## src/rtl/game_pkg.sv

```systemverilog
// Shared game types: grid bounds, tile coordinate type and the move
// direction used by the hero arbiter.
package game_pkg;

  localparam logic [3:0] GRID_MAX = 4'd15;

  typedef logic [3:0] coord_t;

  typedef enum logic [2:0] {
    DIR_NONE,
    DIR_LEFT,
    DIR_RIGHT,
    DIR_UP,
    DIR_DOWN
  } dir_e;

  // Button-vector bit for a direction; bit order is {down, up, right, left}.
  function automatic logic [3:0] dir_onehot(dir_e d);
    case (d)
      DIR_LEFT:  return 4'b0001;
      DIR_RIGHT: return 4'b0010;
      DIR_UP:    return 4'b0100;
      DIR_DOWN:  return 4'b1000;
      default:   return 4'b0000;
    endcase
  endfunction

endpackage

```

## src/rtl/btn_sync_edge.sv

```systemverilog
// Two-flop synchroniser for one raw button plus a rising-edge press pulse.
// A button that is still held when reset is released must be let go before
// it can produce a press or a held level again, so a held button never
// looks like a fresh press after reset.
module btn_sync_edge (
  input  logic clk_1,
  input  logic rst,
  input  logic btn,
  output logic level,
  output logic press
);

  logic s1;
  logic s2;
  logic s3;
  logic settled;
  logic armed;

  // Synchroniser chain, history flop and release-after-reset tracking.
  always_ff @(posedge clk_1) begin
    if (rst) begin
      s1      <= 1'b0;
      s2      <= 1'b0;
      s3      <= 1'b0;
      settled <= 1'b0;
      armed   <= 1'b0;
    end else begin
      s1      <= btn;
      s2      <= s1;
      s3      <= s2;
      settled <= 1'b1;
      // s1 only carries a real post-reset sample once settled is set.
      if (settled && !s1) begin
        armed <= 1'b1;
      end
    end
  end

  assign level = s2 & armed;
  assign press = s2 & ~s3 & armed;

endmodule

```

## src/rtl/hero_move_ctrl.sv

```systemverilog
// Hero tile-position controller: four synchronised buttons, one step per
// press, optional auto-repeat while the winning button is held, fixed
// priority left > right > up > down, clamped at the 16x16 grid edges.
module hero_move_ctrl
  import game_pkg::*;
#(
  parameter int START_X       = 0,
  parameter int START_Y       = 0,
  parameter int REPEAT_CYCLES = 4
) (
  input  logic       clk_1,
  input  logic       rst,
  input  logic       left,
  input  logic       right,
  input  logic       up,
  input  logic       down,
  output logic [3:0] position_hero_x,
  output logic [3:0] position_hero_y
);

  logic [3:0] btn;
  logic [3:0] level;
  logic [3:0] press;
  logic [3:0] evt;
  logic [3:0] cur_oh;
  logic       cur_held;
  logic       rep_evt;
  dir_e       win;
  dir_e       cur_reg;
  dir_e       cur_next;
  coord_t     x_reg;
  coord_t     x_next;
  coord_t     y_reg;
  coord_t     y_next;

  assign btn = {down, up, right, left};

  generate
    for (genvar gi = 0; gi < 4; gi++) begin : g_btn
      btn_sync_edge u_sync (
        .clk_1 (clk_1),
        .rst   (rst),
        .btn   (btn[gi]),
        .level (level[gi]),
        .press (press[gi])
      );
    end
  endgenerate

  // The direction that last stepped stays "current" while its button is held.
  assign cur_oh   = dir_onehot(cur_reg);
  assign cur_held = |(level & cur_oh);

  generate
    if (REPEAT_CYCLES > 0) begin : g_repeat
      localparam int CW = (REPEAT_CYCLES > 1) ? $clog2(REPEAT_CYCLES) : 1;
      localparam logic [CW-1:0] RMAX = CW'(REPEAT_CYCLES - 1);

      logic [CW-1:0] cnt_reg;
      logic [CW-1:0] cnt_next;

      // Counter value RMAX means REPEAT_CYCLES held cycles since the last step.
      assign rep_evt = cur_held && (cnt_reg == RMAX);

      // Hold counter restarts on any step, release or change of winner.
      always_comb begin
        cnt_next = cnt_reg + 1'b1;
        if (win != DIR_NONE || !cur_held) begin
          cnt_next = '0;
        end
      end

      // Hold counter register.
      always_ff @(posedge clk_1) begin
        if (rst) begin
          cnt_reg <= '0;
        end else begin
          cnt_reg <= cnt_next;
        end
      end
    end else begin : g_no_repeat
      assign rep_evt = 1'b0;
    end
  endgenerate

  // Fixed-priority arbitration; losing events are simply dropped.
  always_comb begin
    evt = press | (rep_evt ? cur_oh : 4'b0000);
    win = DIR_NONE;
    if (evt[0]) begin
      win = DIR_LEFT;
    end else if (evt[1]) begin
      win = DIR_RIGHT;
    end else if (evt[2]) begin
      win = DIR_UP;
    end else if (evt[3]) begin
      win = DIR_DOWN;
    end
  end

  // Next position with edge clamping, and next current direction.
  always_comb begin
    x_next   = x_reg;
    y_next   = y_reg;
    cur_next = cur_reg;
    case (win)
      DIR_LEFT:  x_next = (x_reg == 4'd0)    ? x_reg : x_reg - 4'd1;
      DIR_RIGHT: x_next = (x_reg == GRID_MAX) ? x_reg : x_reg + 4'd1;
      DIR_UP:    y_next = (y_reg == 4'd0)    ? y_reg : y_reg - 4'd1;
      DIR_DOWN:  y_next = (y_reg == GRID_MAX) ? y_reg : y_reg + 4'd1;
      default:   ;
    endcase
    if (win != DIR_NONE) begin
      cur_next = win;
    end else if (!cur_held) begin
      cur_next = DIR_NONE;
    end
  end

  // Position and current-direction registers.
  always_ff @(posedge clk_1) begin
    if (rst) begin
      x_reg   <= coord_t'(START_X);
      y_reg   <= coord_t'(START_Y);
      cur_reg <= DIR_NONE;
    end else begin
      x_reg   <= x_next;
      y_reg   <= y_next;
      cur_reg <= cur_next;
    end
  end

  assign position_hero_x = x_reg;
  assign position_hero_y = y_reg;

endmodule

```

## config.mk

```make
export PLATFORM = sky130hd
export DESIGN_NAME = hero_move_ctrl
export DESIGN_NICKNAME = d
export VERILOG_FILES = /design/src/rtl/game_pkg.sv /design/src/rtl/btn_sync_edge.sv /design/src/rtl/hero_move_ctrl.sv
export SDC_FILE = /design/constraint.sdc
export NUM_CORES = 1
export LEC_CHECK = 0
export ABC_AREA = 1
export CORE_MARGIN = 1.5
export CORE_UTILIZATION = 50
export DETAILED_ROUTE_END_ITERATION = 10
export PLACE_DENSITY = 0.77
export SLEW_MARGIN = 20
export SYNTH_ARGS = -nofsm -noshare
export SYNTH_HDL_FRONTEND = slang
export SYNTH_SLANG_ARGS = --single-unit
```

## constraint.sdc

```tcl
create_clock -name clk_1 -period 2.5 [get_ports clk_1]
set_clock_uncertainty 0.15 [all_clocks]
set_input_delay 0.375 -clock clk_1 [delete_from_list [all_inputs] [get_ports clk_1]]
set_output_delay 0.375 -clock clk_1 [all_outputs]
set_load 0.05 [all_outputs]
```

==> metrics.txt, run 1 <==
status=finished, final reports clean; core area=0.002734 mm^2; vias=1263; min cycle time layout=around 2.5 ns; Ant. Diodes=0; post-route clock period utilization=0.9846; largest cells by area after synthesis=dfxtp_1 42%, nor2_1 8.5%, nand2_1 6.9%; worst hold-check path type=reg -> reg; layout cell share with drive strength beyond 1=0.2899; syn nets=194; critical path class=reg -> reg; Slew headroom=0.6600; Final setup viols=0; final hold violations=0; internal reg-to-reg setup slack=~0.038 ns; Fmax achieved=0.4063 GHz; number of synthesized flops with an enable pin=0; Vias/cell=5.307; Final Wtd Congestion=0.9078; initial antenna violation count=0; DR iter-0 viols=45; Critical Path RT=2.64 ns; die height=56.30 um; Critical R2R Launch=cur_reg[0]; post-synthesis sequential area ratio=0.4229; H-tree Lvls=2; Post-route DRC=0; Synth top cells by count=32 x nor2_1, 30 x dfxtp_1, 26 x nand2_1, 22 x inv_1; total gr overflow=0; TritonCTS Sinks=30; number of global-route vias before repair=1193; Peak VDD IR=0.4853 mV; top-count cell post-synth=nor2_1; Yosys cell types=29; Layout Nets=219; Initial Util=0.5195; startpoint of the worst hold path=g_btn[1].u_sync.s2; final design utilization=0.6581; drt wl/cell=between 10 and 15 um; syn avg cell area=around 7.8 um^2; total CTS buffers=5; cell area after layout=0.001799 mm^2; Reg2Reg Capture Point=position_hero_y[3]; Post-DP HPWL=between 2000 and 2500 um; Area after DPL=0.001619 mm^2; CTS tree=done; hold path endpoint=g_btn[1].u_sync.s3; Slew @ Worst Pin=0.5084 ns; largest net degree at the start of global routing=21; die area=about 0.0032 mm^2; Syn Inst Count=between 150 and 200; die width=56.30 um; dpl cells=between 200 and 250; worst skew pair latency=0.34 ns; First-pass DRT Iterations=4; Buffers on Ports=13; CP max stage delay=0.38 ns; Synth Cell Area=0.001420 mm^2; Cell Count, Final, Fillers Out=238; Setup crit end kind=flip-flop; final worst slack=0.03846 ns; number of synthesized register bits=30; first-pass GRT wire length=4795 um; row cnt=19; Routed Antenna Nets=0; worst-path cell chain=inv_4 > nand3_2 > nor2_2 > nor2_2 > nand2_4 > nand3_2 > nand2_2 > inv_2 > nor2_4 > nand2_4 > ha_4 > nand2_2 > nand2_2 > a31oi_4 > inv_2 > nand3_2 > nand2_1 > nand4_1 > nand2_1 > nor2_1; Worst Reg2Reg Path Length in Cells=20; dpl ws=-0.1323 ns; Routed Wire Length=2954 um; area growth from synthesis to layout=26.70%; CTS max path bufs=2; Pins Over Slew Limit=0; Root Driver=clkbuf_4; max_cap viols=0; Yosys top cell area share=0.4229; Pwr Density=around 530 mW/mm^2; ys async rst share=0; RSZ-0062 raised after global routing=yes; Ports=14; crit path DAT=2.60 ns; Worst Path Max Fanout=5; Clk pin slew, worst setup/hold paths=0.10 ns; Primary FF master, synth=dfxtp_1; Warnings, synthesis=0; Leak=~0.76 nW; crit path launch type=flip-flop; Total GRT Usage=0.1987; hold path cells=2; critical path's slowest cell=dfxtp_4; Fin Hold WS=0.2754 ns; Synth area leader=dfxtp_1
-- metal layers --
layer	routed length [um]	global-route usage
met3	138	0.07834
met1	1218	0.2076
met4	98	0.1463
met2	1498	0.3210
met5	0	0
-- how the worst max path moves through the flow --
stage | startpoint | end | slack, ns | depth (start not counted)
floorplan | cur_reg[0] | position_hero_y[3] | 0.10 | 19
global placement | cur_reg[0] | position_hero_y[3] | 0.08 | 19
detailed placement | cur_reg[0] | position_hero_y[3] | -0.13 | 19
CTS | cur_reg[2] | position_hero_y[3] | 0.02 | 19
global route | cur_reg[0] | position_hero_y[3] | -0.15 | 20
finish | cur_reg[0] | position_hero_y[3] | 0.04 | 20
-- metrics by stage --
step	total power [mW]	setup TNS, ns
floorplan	0.6097	0
detailed placement	0.6512	-0.1323
global route	1.005	-0.3144
global placement	0.6440	0
finish	0.9579	0
CTS	0.9589	0
-- critical path: cells and delay by family (launching register included) --
kind / cells / cell delay [ns]
AOI/OAI and AO/OA: 1 / 0.17
adders and majority gates: 1 / 0.27
buffers and inverters: 3 / 0.17
DFF: 1 / 0.38
and+or+nand+nor: 15 / 1.26
-- where the power goes --
group	switching, mW	internal [mW]
Clock	0.169	0.136
Combinational	0.0804	0.0566
Sequential	0.0185	0.497
-- cell families after synthesis --
group           share of synthesized area
compound gates                    0.07578
flops                              0.4229
buf+inv                           0.07137
fa+ha+maj                         0.07225
xor+xnor                          0.01851
simple gates                       0.3392
-- area by class of cell --
type	instances	area (um^2)
clock buffer	7	55.05
clock inverter	1	5.005
fill	215	934.6
inverter	25	98.84
multi-input combinational	124	809.5
sequential	30	609.3
tap	31	38.79
timing repair buffer	20	182.7
-- repair_timing --
| action | in CTS | in global routing |
|---|---|---|
| setup endpoints to repair | 2 | 3 |
| pin swaps | 0 | 13 |
| buffers inserted | 0 | 2 |
| gates resized for setup | 4 | 25 |
| hold buffers | 0 | 0 |
| endpoints found under the hold margin | 0 | 0 |
-- placed cells by master, fill, tap and decap left out, types with 2 or more instances in the layout --
cell type / count
nor2_1: 29
dfxtp_1: 27
nand2_1: 22
inv_1: 19
clkdlybuf4s50_1: 13
a21oi_1: 10
nand3_2: 7
buf_4: 7
nor2_2: 6
nand2_2: 6
nand3_1: 6
nand2_4: 5
clkbuf_4: 5
inv_2: 4
or2_2: 4
ha_1: 4
xor2_1: 3
inv_4: 2
nand3b_2: 2
nor2_4: 2
a21oi_2: 2
o21ai_1: 2
nand4_1: 2
fa_1: 2
dfxtp_4: 2
Note: power is estimated with default switching activity, not from simulation.
==> run 2: changes to the inputs <==
- CORE_MARGIN: 1.5 -> not set
- CORE_UTILIZATION: 50 -> 55
- DONT_BUFFER_PORTS: not set -> 1
- PLACE_DENSITY: 0.77 -> 0.76
==> run 2 against run 1 <==
Compared with the run above:
- routed wire length up 9.1%
- clock power up 3%
- register-to-register slack worse by 0.02 ns
- maximum frequency down 0.67%
- sequential power about the same
- cell count down 1.3%
- via count down 1.3%
- global-route usage up 2.4 points
- worst setup slack worse by 0.017 ns
- flip-flop and latch count unchanged
- first-iteration DRC count down 31%
- critical path type unchanged
- largest cell class unchanged
==> metrics.txt, run 2 (synthesis results as in run 1) <==
internal reg-to-reg setup slack=0.02 ns; Initial Util=0.5785; Peak VDD IR=0.6021 mV; Fin Hold WS=0.005028 ns; crit path launch type=flip-flop; DR iter-0 viols=31; CTS max path bufs=2; Cell Count, Final, Fillers Out=around 240; setup total negative slack=0 ns; area growth from synthesis to layout=25.29%; Routed Wire Length=approximately 3200 um; commonest cells after routing, fill and taps aside=29 x nor2_1, 27 x dfxtp_1, 22 x nand2_1, 19 x inv_1, 13 x buf_4; Pint=0.6821 mW; Setup crit end kind=flip-flop; status=finished, final reports clean; Clk pin slew, worst setup/hold paths=0.11 ns; Seq pwr share=0.537; Vias/cell=5.302; die width=52.82 um; crit path DAT=2.59 ns; Post-DP HPWL=2029 um; TritonCTS Sinks=30; CTS tree=done; worst hold-check path type=in -> reg; Slew headroom=0.4667; Gate power share=0.137; Slew @ Worst Pin=0.7973 ns; Root Driver=clkbuf_4; Worst Path Max Fanout=5; layout cell share with drive strength beyond 1=0.3268; switching pwr=~0.28 mW; die height=52.82 um; final worst slack=0.02174 ns; core area=0.002455 mm^2; total CTS buffers=5; worst skew pair latency=approximately 0.35 ns; Pwr Density=541.0 mW/mm^2; First-pass DRT Iterations=4; Fmax achieved=0.4035 GHz; vias=about 1200; initial antenna violation count=0; H-tree Lvls=2; Pins Over Slew Limit=0; max_cap viols=0; die area=0.002789 mm^2; Final setup viols=0; min cycle time layout=2.478 ns; final design utilization=0.7248; commonest non-fill, non-tap cell in the layout=nor2_1; Buffers on Ports=0; Area after DPL=around 0.0015 mm^2; Total Power=0.9625 mW; dpl ws=-0.08595 ns; Routed Antenna Nets=0; post-route clock period utilization=0.9913; cell area after layout=0.001779 mm^2; Final Wtd Congestion=0.8270; RSZ-0062 raised after global routing=yes; Layout Nets=217; Total GRT Usage=0.2231; first-pass GRT wire length=about 4400 um; total gr overflow=0; drt wl/cell=13.72 um; Critical Path RT=2.61 ns; final hold violations=0; hold_buf cts=5; critical path class=reg -> reg; Leak=0.7704 nW; number of global-route vias before repair=1072; dpl cells=between 200 and 250; switching share of power=0.2914; Clk pwr share=0.326; Ports=14; largest net degree at the start of global routing=23; Post-route DRC=0; row cnt=18; Ant. Diodes=0
## run 2: what timing repair did
item,4_1_cts,5_1_grt
cloned,0,0
endpoints found under the setup margin,1,3
pin swaps,0,21
endpoints found under the hold margin,22,1
resized for setup,2,30
buffers inserted,0,3
## run 2: worst paths after layout
kind	depth (start not counted)	end	from
setup / recovery	19	position_hero_y[3]	cur_reg[1]
hold / removal	1	cur_reg[1]	rst
setup reg to reg	19	position_hero_y[3]	cur_reg[1]
hold reg to reg	2	g_btn[1].u_sync.s3	g_btn[1].u_sync.s2
## run 2: critical path, cell delays in order (launching register included)
cell	delay [ns]
dfxtp_4	0.38
nor2_1	0.10
nand2_1	0.07
nor2_1	0.13
nor2_2	0.06
nand2_4	0.11
nand3_2	0.07
nand2_2	0.09
inv_2	0.04
nor2_4	0.13
nand2_4	0.09
ha_4	0.27
nand2_2	0.07
nand2_2	0.07
a31oi_4	0.19
nand2_1	0.09
nand2_1	0.07
nand4_1	0.07
nand2_1	0.11
nor2_1	0.05
## run 2: power groups by stage
stage          logic [mW]  registers [mW]  clock network, mW
2_1_floorplan      0.0658           0.544                  0
3_3_place_gp       0.0987           0.528                  0
3_5_place_dp        0.103           0.529                  0
4_1_cts             0.118           0.518              0.319
5_1_grt             0.145           0.519              0.345
6_report            0.132           0.517              0.314
## run 2: per-layer routing
layer	wire [um]	global-route usage	vias up
li1	-	-	631
met1	1376	0.2726	571
met2	1581	0.3544	33
met3	165	0.06667	11
met4	100	0.1053	0
met5	0	0	-
## run 2: cell type report
class | count | area, um^2
clock buffer | 6 | 51.30
inverter | 25 | 98.84
timing repair buffer | 18 | 147.6
multi-input combinational | 124 | 819.5
sequential | 30 | 611.8
fill | 168 | 675.6
tap | 30 | 37.54
clock inverter | 2 | 12.51
